`config.mk`:
```
export PLATFORM = sky130hd
export DESIGN_NAME = ifetch
export DESIGN_NICKNAME = d
export VERILOG_FILES = /design/src/rtl/ifetch_pkg.sv /design/src/rtl/if_skid.sv /design/src/rtl/ifetch.sv
export SDC_FILE = /design/constraint.sdc
export NUM_CORES = 1
export LEC_CHECK = 0
export ABC_AREA = 1
export CAP_MARGIN = 25
export CORE_MARGIN = 2
export CORE_UTILIZATION = 54
export CTS_CLUSTER_SIZE = 12
export DETAILED_ROUTE_END_ITERATION = 8
export PLACE_DENSITY = 0.81
export SYNTH_ARGS = -nofsm -noshare
export SYNTH_HDL_FRONTEND = slang
export SYNTH_SLANG_ARGS = --single-unit
```
`constraint.sdc`:
```
create_clock -name clk -period 2.1 [get_ports clk]
set_clock_uncertainty 0.1 [all_clocks]
set_input_delay 0.42 -clock clk [delete_from_list [all_inputs] [get_ports clk]]
set_output_delay 0.42 -clock clk [all_outputs]
set_load 0.005 [all_outputs]
```
`src/rtl/ifetch_pkg.sv`:
```
// Shared widths, FSM encoding and record types for the instruction fetch stage.
package ifetch_pkg;

    localparam int WORD   = 32;
    localparam int ADDR   = 32;
    localparam int W_IFST = 2;

    typedef logic [WORD-1:0] word_t;
    typedef logic [ADDR-1:0] addr_t;

    typedef enum logic [W_IFST-1:0] {
        IF_FETCH = 2'd0,
        IF_HOLD  = 2'd1,
        IF_FLUSH = 2'd2
    } if_state_t;

    // One fetched instruction together with the address it came from.
    typedef struct packed {
        logic  v;
        word_t data;
        addr_t addr;
    } fetch_slot_t;

    // Word-granular sequential successor; wraps naturally at the top of the space.
    function automatic addr_t next_pc(input addr_t pc);
        return pc + addr_t'(1);
    endfunction

endpackage

```
`src/rtl/if_skid.sv`:
```
// Single-entry skid buffer: parks the word that lands from memory on the
// cycle decode starts holding, so it can be replayed when the hold lifts.
module if_skid
    import ifetch_pkg::*;
(
    input  logic        clk,
    input  logic        rst,
    input  logic        load,
    input  logic        clear,
    input  word_t       data_in,
    input  addr_t       addr_in,
    output fetch_slot_t slot
);

    // Clear wins over load so a redirect always empties the buffer.
    always_ff @(posedge clk or negedge rst) begin
        if (!rst) begin
            slot <= '0;
        end else if (clear) begin
            slot <= '0;
        end else if (load) begin
            slot.v    <= 1'b1;
            slot.data <= data_in;
            slot.addr <= addr_in;
        end
    end

endmodule

```
`src/rtl/ifetch.sv`:
```
// Instruction fetch stage: drives a synchronous-read instruction memory
// (one cycle latency), registers returning words towards decode, absorbs
// decode stalls through a one-entry skid buffer and redirects on branches.
//
// state    | meaning
// ---------+-----------------------------------------------------------
// IF_FETCH | streaming: one read per cycle, returning word goes to decode
// IF_HOLD  | decode holding: no reads, in-flight word parked in the skid
// IF_FLUSH | one cycle after a redirect: read target, drop stale word
module ifetch
    import ifetch_pkg::*;
#(
    parameter addr_t RESET_PC = '0
) (
    input  logic            clk,
    input  logic            rst,
    output logic [ADDR-1:0] imem_addr_o,
    output logic            imem_en_o,
    input  logic [WORD-1:0] imem_data_i,
    output logic            v_o,
    output logic [WORD-1:0] inst_o,
    output logic [ADDR-1:0] origaddr_o,
    input  logic            stall_i,
    input  logic            branch_i,
    input  logic [ADDR-1:0] branch_addr_i
);

    if_state_t   state;
    if_state_t   state_next;
    addr_t       pc;
    logic        pend_v;
    addr_t       pend_addr;
    fetch_slot_t dec_slot;
    fetch_slot_t skid;

    logic fetch_en;
    logic take_mem;
    logic take_skid;
    logic squash;
    logic skid_load;
    logic skid_clear;

    // FSM state register.
    always_ff @(posedge clk or negedge rst) begin
        if (!rst) begin
            state <= IF_FETCH;
        end else begin
            state <= state_next;
        end
    end

    // Next-state: a redirect takes priority over everything, including a stall.
    always_comb begin
        state_next = state;
        if (branch_i) begin
            state_next = IF_FLUSH;
        end else begin
            case (state)
                IF_FETCH: if (stall_i)  state_next = IF_HOLD;
                IF_HOLD:  if (!stall_i) state_next = IF_FETCH;
                IF_FLUSH: state_next = IF_FETCH;
                default:  state_next = IF_FETCH;
            endcase
        end
    end

    // Per-state control strobes for the memory port, skid and decode registers.
    always_comb begin
        fetch_en   = 1'b0;
        take_mem   = 1'b0;
        take_skid  = 1'b0;
        squash     = 1'b0;
        skid_load  = 1'b0;
        skid_clear = 1'b0;
        case (state)
            IF_FETCH: begin
                fetch_en  = !stall_i;
                take_mem  = !stall_i;
                skid_load = stall_i && pend_v;
            end
            IF_HOLD: begin
                fetch_en   = !stall_i;
                take_skid  = !stall_i;
                skid_clear = !stall_i;
            end
            IF_FLUSH: begin
                fetch_en = 1'b1;
                squash   = 1'b1;
            end
            default: begin
                squash = 1'b1;
            end
        endcase
        if (branch_i) begin
            take_mem   = 1'b0;
            take_skid  = 1'b0;
            skid_load  = 1'b0;
            squash     = 1'b1;
            skid_clear = 1'b1;
        end
    end

    // PC and the record of which address the word now on imem_data_i belongs to.
    always_ff @(posedge clk or negedge rst) begin
        if (!rst) begin
            pc        <= RESET_PC;
            pend_v    <= 1'b0;
            pend_addr <= '0;
        end else if (branch_i) begin
            pc     <= branch_addr_i;
            pend_v <= 1'b0;
        end else begin
            pend_v <= fetch_en;
            if (fetch_en) begin
                pend_addr <= pc;
                pc        <= next_pc(pc);
            end
        end
    end

    // Decode-facing registers: squash, replay from skid, or take the memory word.
    always_ff @(posedge clk or negedge rst) begin
        if (!rst) begin
            dec_slot <= '0;
        end else if (squash) begin
            dec_slot.v <= 1'b0;
        end else if (take_skid) begin
            dec_slot <= skid;
        end else if (take_mem) begin
            if (pend_v) begin
                dec_slot.v    <= 1'b1;
                dec_slot.data <= imem_data_i;
                dec_slot.addr <= pend_addr;
            end else begin
                dec_slot.v <= 1'b0;
            end
        end
    end

    if_skid u_skid (
        .clk     (clk),
        .rst     (rst),
        .load    (skid_load),
        .clear   (skid_clear),
        .data_in (imem_data_i),
        .addr_in (pend_addr),
        .slot    (skid)
    );

    // The read enable is held low for as long as reset is asserted.
    assign imem_en_o   = fetch_en && rst;
    assign imem_addr_o = pc;
    assign v_o         = dec_slot.v;
    assign inst_o      = dec_slot.data;
    assign origaddr_o  = dec_slot.addr;

endmodule

```
# Word-level counts from Yosys, hierarchy flattened
# Index checks and enable logic that the tools add are counted.
[totals] register_bits=197 latch_bits=0 mem_bits_rw=0 mem_bits_ro=0 in_bits=68 memories=0
[classes] add_sub_neg=1 multipliers=0 div_mod_pow=0 n_lt_le_gt_ge=0 eq_ne=4 shift=0 n_mux=24 bitwise_logic=2 n_reduce_logical=13
[ops] cell="two-way mux 65 bit" n=4
[ops] cell="two-way mux 32 bit" n=2
[ops] cell="two-way mux 64 bit" n=1
[ops] cell="adder 32 x 1 -> 32 bit (second input constant)" n=1
[ops] cell="two-way mux 1 bit" n=12
[ops] cell="nonzero test 2 bit" n=4
[ops] cell="two-way mux 2 bit" n=3
[ops] cell="!= test 3 bit (second input constant)" n=2
[ops] cell="case mux 2 bit (2 select lines)" n=1
[ops] cell="AND reduction 2 bit" n=2
[ops] cell="AND reduction 3 bit" n=1
[ops] cell="nonzero test 3 bit" n=1
[ops] cell="equality test 2 x 1 -> 1 bit (second input constant)" n=1
[ops] cell="equality test 2 bit (second input constant)" n=1
[ops] cell="logical AND 1 bit" n=2
[ops] cell="zero test 2 bit" n=1
[ops] cell="inverter 1 bit" n=2
[ops] cell="case mux 1 bit (2 select lines)" n=1
[ops] cell="OR reduction 2 bit" n=1
[ops] cell="zero test 1 bit" n=1

# Depth between registers and ports, before layout
[depth] word_depth=6 ltp_mapped=9 ltp_nobuf=8

# Hierarchy
# From an unflattened synthesis, not the netlist that was laid out.
[hier_totals] cells_unflattened=1145 area_unflattened_um2=9416.5
[modules_own_cells] mod="ifetch" instances=1 cells_each=865 area_each_um2=6856.6
[modules_own_cells] mod="if_skid" instances=1 cells_each=280 area_each_um2=2560.0

# Worst setup path before layout
# OpenSTA, ideal clock, no wires.
[synth_timing] kind="register to register" startpoint="reg pc[1] (netlist: imem_addr_o[1])" endpoint="reg pc[14] (netlist: imem_addr_o[14])" arrival_ns=1.323 setup_slack_ns=0.558 path_stages_with_launch=9 period_less_slack_ns=1.542 path_cell_list="dfrtp_1 -> ha_1 -> nand2_1 -> nor2_2 -> nand2_1 -> nor2_1 -> nor2_1 -> nor2_1 -> nand2_1"
[synth_between] elab_chain_cells=3
[synth_rtl] element="start: declaration" line="ifetch.sv:30" source="addr_t pc;"
[synth_rtl] element="start signal: assignment" line="ifetch.sv:110" source="pc <= branch_addr_i;"
[synth_rtl] element="start signal: assignment" line="ifetch.sv:116" source="pc <= next_pc(pc);"
[synth_rtl] element="adder 32 x 1 -> 32 bit" line="ifetch_pkg.sv:26" source="return pc + addr_t'(1);"
[synth_rtl] element="two-way mux 32 bit" line="ifetch.sv:114" source="if (fetch_en) begin"
[synth_rtl] element="two-way mux 32 bit" line="ifetch.sv:109" source="end else if (branch_i) begin"
# No other way between the ends. The select of a mux whose other input is x is not followed.
# A chain may end at the register's enable or synchronous reset.

# Worst setup path in the final report
[layout_timing] startpoint="in rst" endpoint="out imem_en_o"
[layout_between] elab_chain_cells=1
[layout_rtl] element="start: declaration" line="ifetch.sv:16" source="input logic rst,"
[layout_rtl] element="logical AND 1 bit" line="ifetch.sv:151" source="assign imem_en_o = fetch_en && rst;"
[layout_rtl] element="end: declaration" line="ifetch.sv:18" source="output logic imem_en_o,"
# No other way between the ends.

==> results.json <==
{
  "outcome": "complete, no violations",
  "grt_max_degree": 127,
  "grt_pass1_wl_um": 39800,
  "cp_slowest_cell": "dlygate4sd3_1",
  "final_cells": 1603,
  "path_max_fanout": 6,
  "finalCriticalPeriod_ps": 2020,
  "rsz0062_at_grt": "false",
  "tns_ps": 0,
  "final_nets": 1430,
  "fin_area_um2": 12300,
  "grt-ovfl-total": 0,
  "async_flop_share_pct": 100,
  "ys_warn_count": 0,
  "crit_chain": "dlygate4sd3_1 -> clkbuf_8 -> inv_1 -> nor2_1 -> dlygate4sd2_1",
  "synth_edf_count": 0,
  "remaining_drc_errors": 0,
  "leakage_nw": 5.81,
  "dieArea_um2": 19100,
  "drt_iter0_drc": 460,
  "slowest_delay_ps": 540,
  "synth_nets": 1274,
  "clock_power_share_pct": 32.0,
  "dp_hpwl_um": 16500,
  "antenna_found_initial": 0,
  "gp_congestion": 0.895,
  "routed.top_layer": "met4",
  "clockBufferDepth": 2,
  "final-max-slew-violation-count": 0,
  "worstRegToRegCells": 9,
  "period_share_pct": 96.2,
  "synthesis.area_um2": 9720,
  "ys_seq_elements": 197,
  "core_area_um2": 17800,
  "worstPathRequired_ps": 1580,
  "layout-drive-gt1-share_pct": 10.1,
  "synthTopCellsByArea": "dfrtp_1, nand2_1, o21ai_0",
  "p_switching_mw": 2.76,
  "synth_common_cells": "nand2_1, dfrtp_1, inv_1, o21ai_0, nor2_1",
  "ant_nets": 0,
  "critPathArrivalTime_ps": 1500,
  "via_per_inst": 5.18,
  "powerDensity_nw_per_um2": 812,
  "die_w_um": 138,
  "wl_per_cell_um": 14.9,
  "htree_levels": 4,
  "core.rowCount": 49,
  "slew_headroom_pct": 42.8,
  "vias": 8299,
  "numCtsBuffers": 17,
  "synth_top_cell_by_area": "dfrtp_1",
  "p_seq_share_pct": 46.4,
  "fmax_ghz": 0.495,
  "yosysSeqAreaShare_pct": 50.7,
  "start_kind": "input port",
  "root_buffer": "clkbuf_16",
  "place_area_um2": 11700,
  "insertion_delay_ps": 430,
  "worst_pin_slew_ps": 858,
  "syn_inst": 1205,
  "ir_drop_mv": 0.622,
  "wl_met3_um": 1400,
  "crit_type": "in2out",
  "start_util_pct": 54.5,
  "firstDrtPassIters": 5,
  "grt_usage_pct": 25.6,
  "worst_slack_ps": 79.0,
  "power_mw": 9.99,
  "cts_tree": "yes",
  "finalSetupViolCount": 0,
  "yosysTopAreaCellShare_pct": 50.7,
  "antennaDiodeCount": 0,
  "maxCapViolations": 0,
  "synth_ff_type": "dfrtp_1",
  "post-synth-top-count-cell": "nand2_1",
  "swShare_pct": 27.7,
  "hold_viol_final": 0,
  "place_inst": 1568,
  "hp-class": "in2async",
  "power.internal_mw": 7.23,
  "wl_met2_um": 11000,
  "avgSynthCellArea_um2": 8.07,
  "crit_path_end_kind": "primary output",
  "grt_pass1_vias": 7882,
  "yosys.cell_types.count": 30,
  "clock_sinks": 197,
  "cts.reportedPaths.clkPinSlew_ps": 70,
  "numPortBuffers": 165,
  "pre_cts_slack_ps": -44.0,
  "io-pin-count": 166,
  "syn_to_final_growth_pct": 26.6,
  "pwr-share-comb_pct": 21.6,
  "wirelength_um": 23900,
  "wl_met1_um": 11000,
  "chipHeight_um": 138
}
-- per-stage QoR --
step / utilization (%) / hold slack (ps)
after floorplan: - / 24.4
after global placement: 65.5 / 145
after detailed placement: 65.5 / 144
after CTS: 69.0 / 260
after global routing: 69.0 / 275
final: 69.0 / 270
-- routing by layer --
layer | up-vias | GRT usage [%]
met4 | 0 | 8.70
met3 | 37 | 4.05
met2 | 291 | 39.9
met1 | 3855 | 37.0
met5 | - | 0
li1 | 4116 | -
-- critical path, delay by kind of cell --
family	cells	cell delay [ps]
buf+inv	4	980
simple gates	1	90
-- flip-flops by register name (all words and copies together) (netlist names) --
register     cells
pend_v           1
inst_o          32
imem_addr_o     32
pend_addr       32
state            2
v_o              1
u_skid.slot     65
origaddr_o      32
-- cells in the final DEF (no fill, tap or decap), types with 20 or more instances in the layout --
master	n
inv_1	184
o21ai_1	20
nand2_1	337
o22ai_2	49
clkdlybuf4s50_1	162
nor2_1	87
dfrtp_1	197
o21ai_0	151
buf_4	27
nand3_1	44
-- power by group through the flow --
stage / Combinational (mW) / Sequential [mW] / Clock, mW
2_1_floorplan: 0.878 / 4.67 / 0
3_3_place_gp: 2.10 / 4.69 / 0
6_report: 2.16 / 4.64 / 3.19
5_1_grt: 2.40 / 4.71 / 3.41
4_1_cts: 2.18 / 4.64 / 3.25
3_5_place_dp: 2.16 / 4.71 / 0
-- cell families (layout without fill, tap and decap cells) --
logic type,after synthesis,in the layout,synth area share (%)
buffers and inverters,253,422,11.2
XOR/XNOR,2,2,0.180
AO/OA/AOI/OAI,262,262,17.6
AND/OR/NAND/NOR,490,490,20.2
flip-flops,197,197,50.7
adder cells (fa/ha/maj),1,1,0.129
-- worst paths after layout --
check	start	end	slack [ps]
max	rst	imem_en_o	80
min	rst	inst_o[6]	270
max reg2reg	imem_addr_o[0]	imem_addr_o[30]	260
min reg2reg	u_skid.slot[64]	u_skid.slot[64]	380
max in group asynchronous	rst	pend_v	600
min in group clk	u_skid.slot[64]	u_skid.slot[64]	380
-- cell type report --
type / count / area, um2
Fill cell: 1440 / 5540
Multi-Input combinational cell: 755 / 3750
Sequential cell: 197 / 4930
Timing Repair Buffer: 203 / 2060
Tap cell: 229 / 287
Clock inverter: 12 / 131
Inverter: 187 / 703
Clock buffer: 20 / 447
-- what timing repair did --
item / CTS / global route
pin swaps: 1 / 0
hold buffers: 1 / 0
buffers inserted: 2 / 0
setup endpoints to repair: 1 / 1
hold endpoints to repair: 3 / 0
resized for setup: 4 / 1
cloned: 0 / 0
Note: power is estimated with default switching activity, not from simulation.
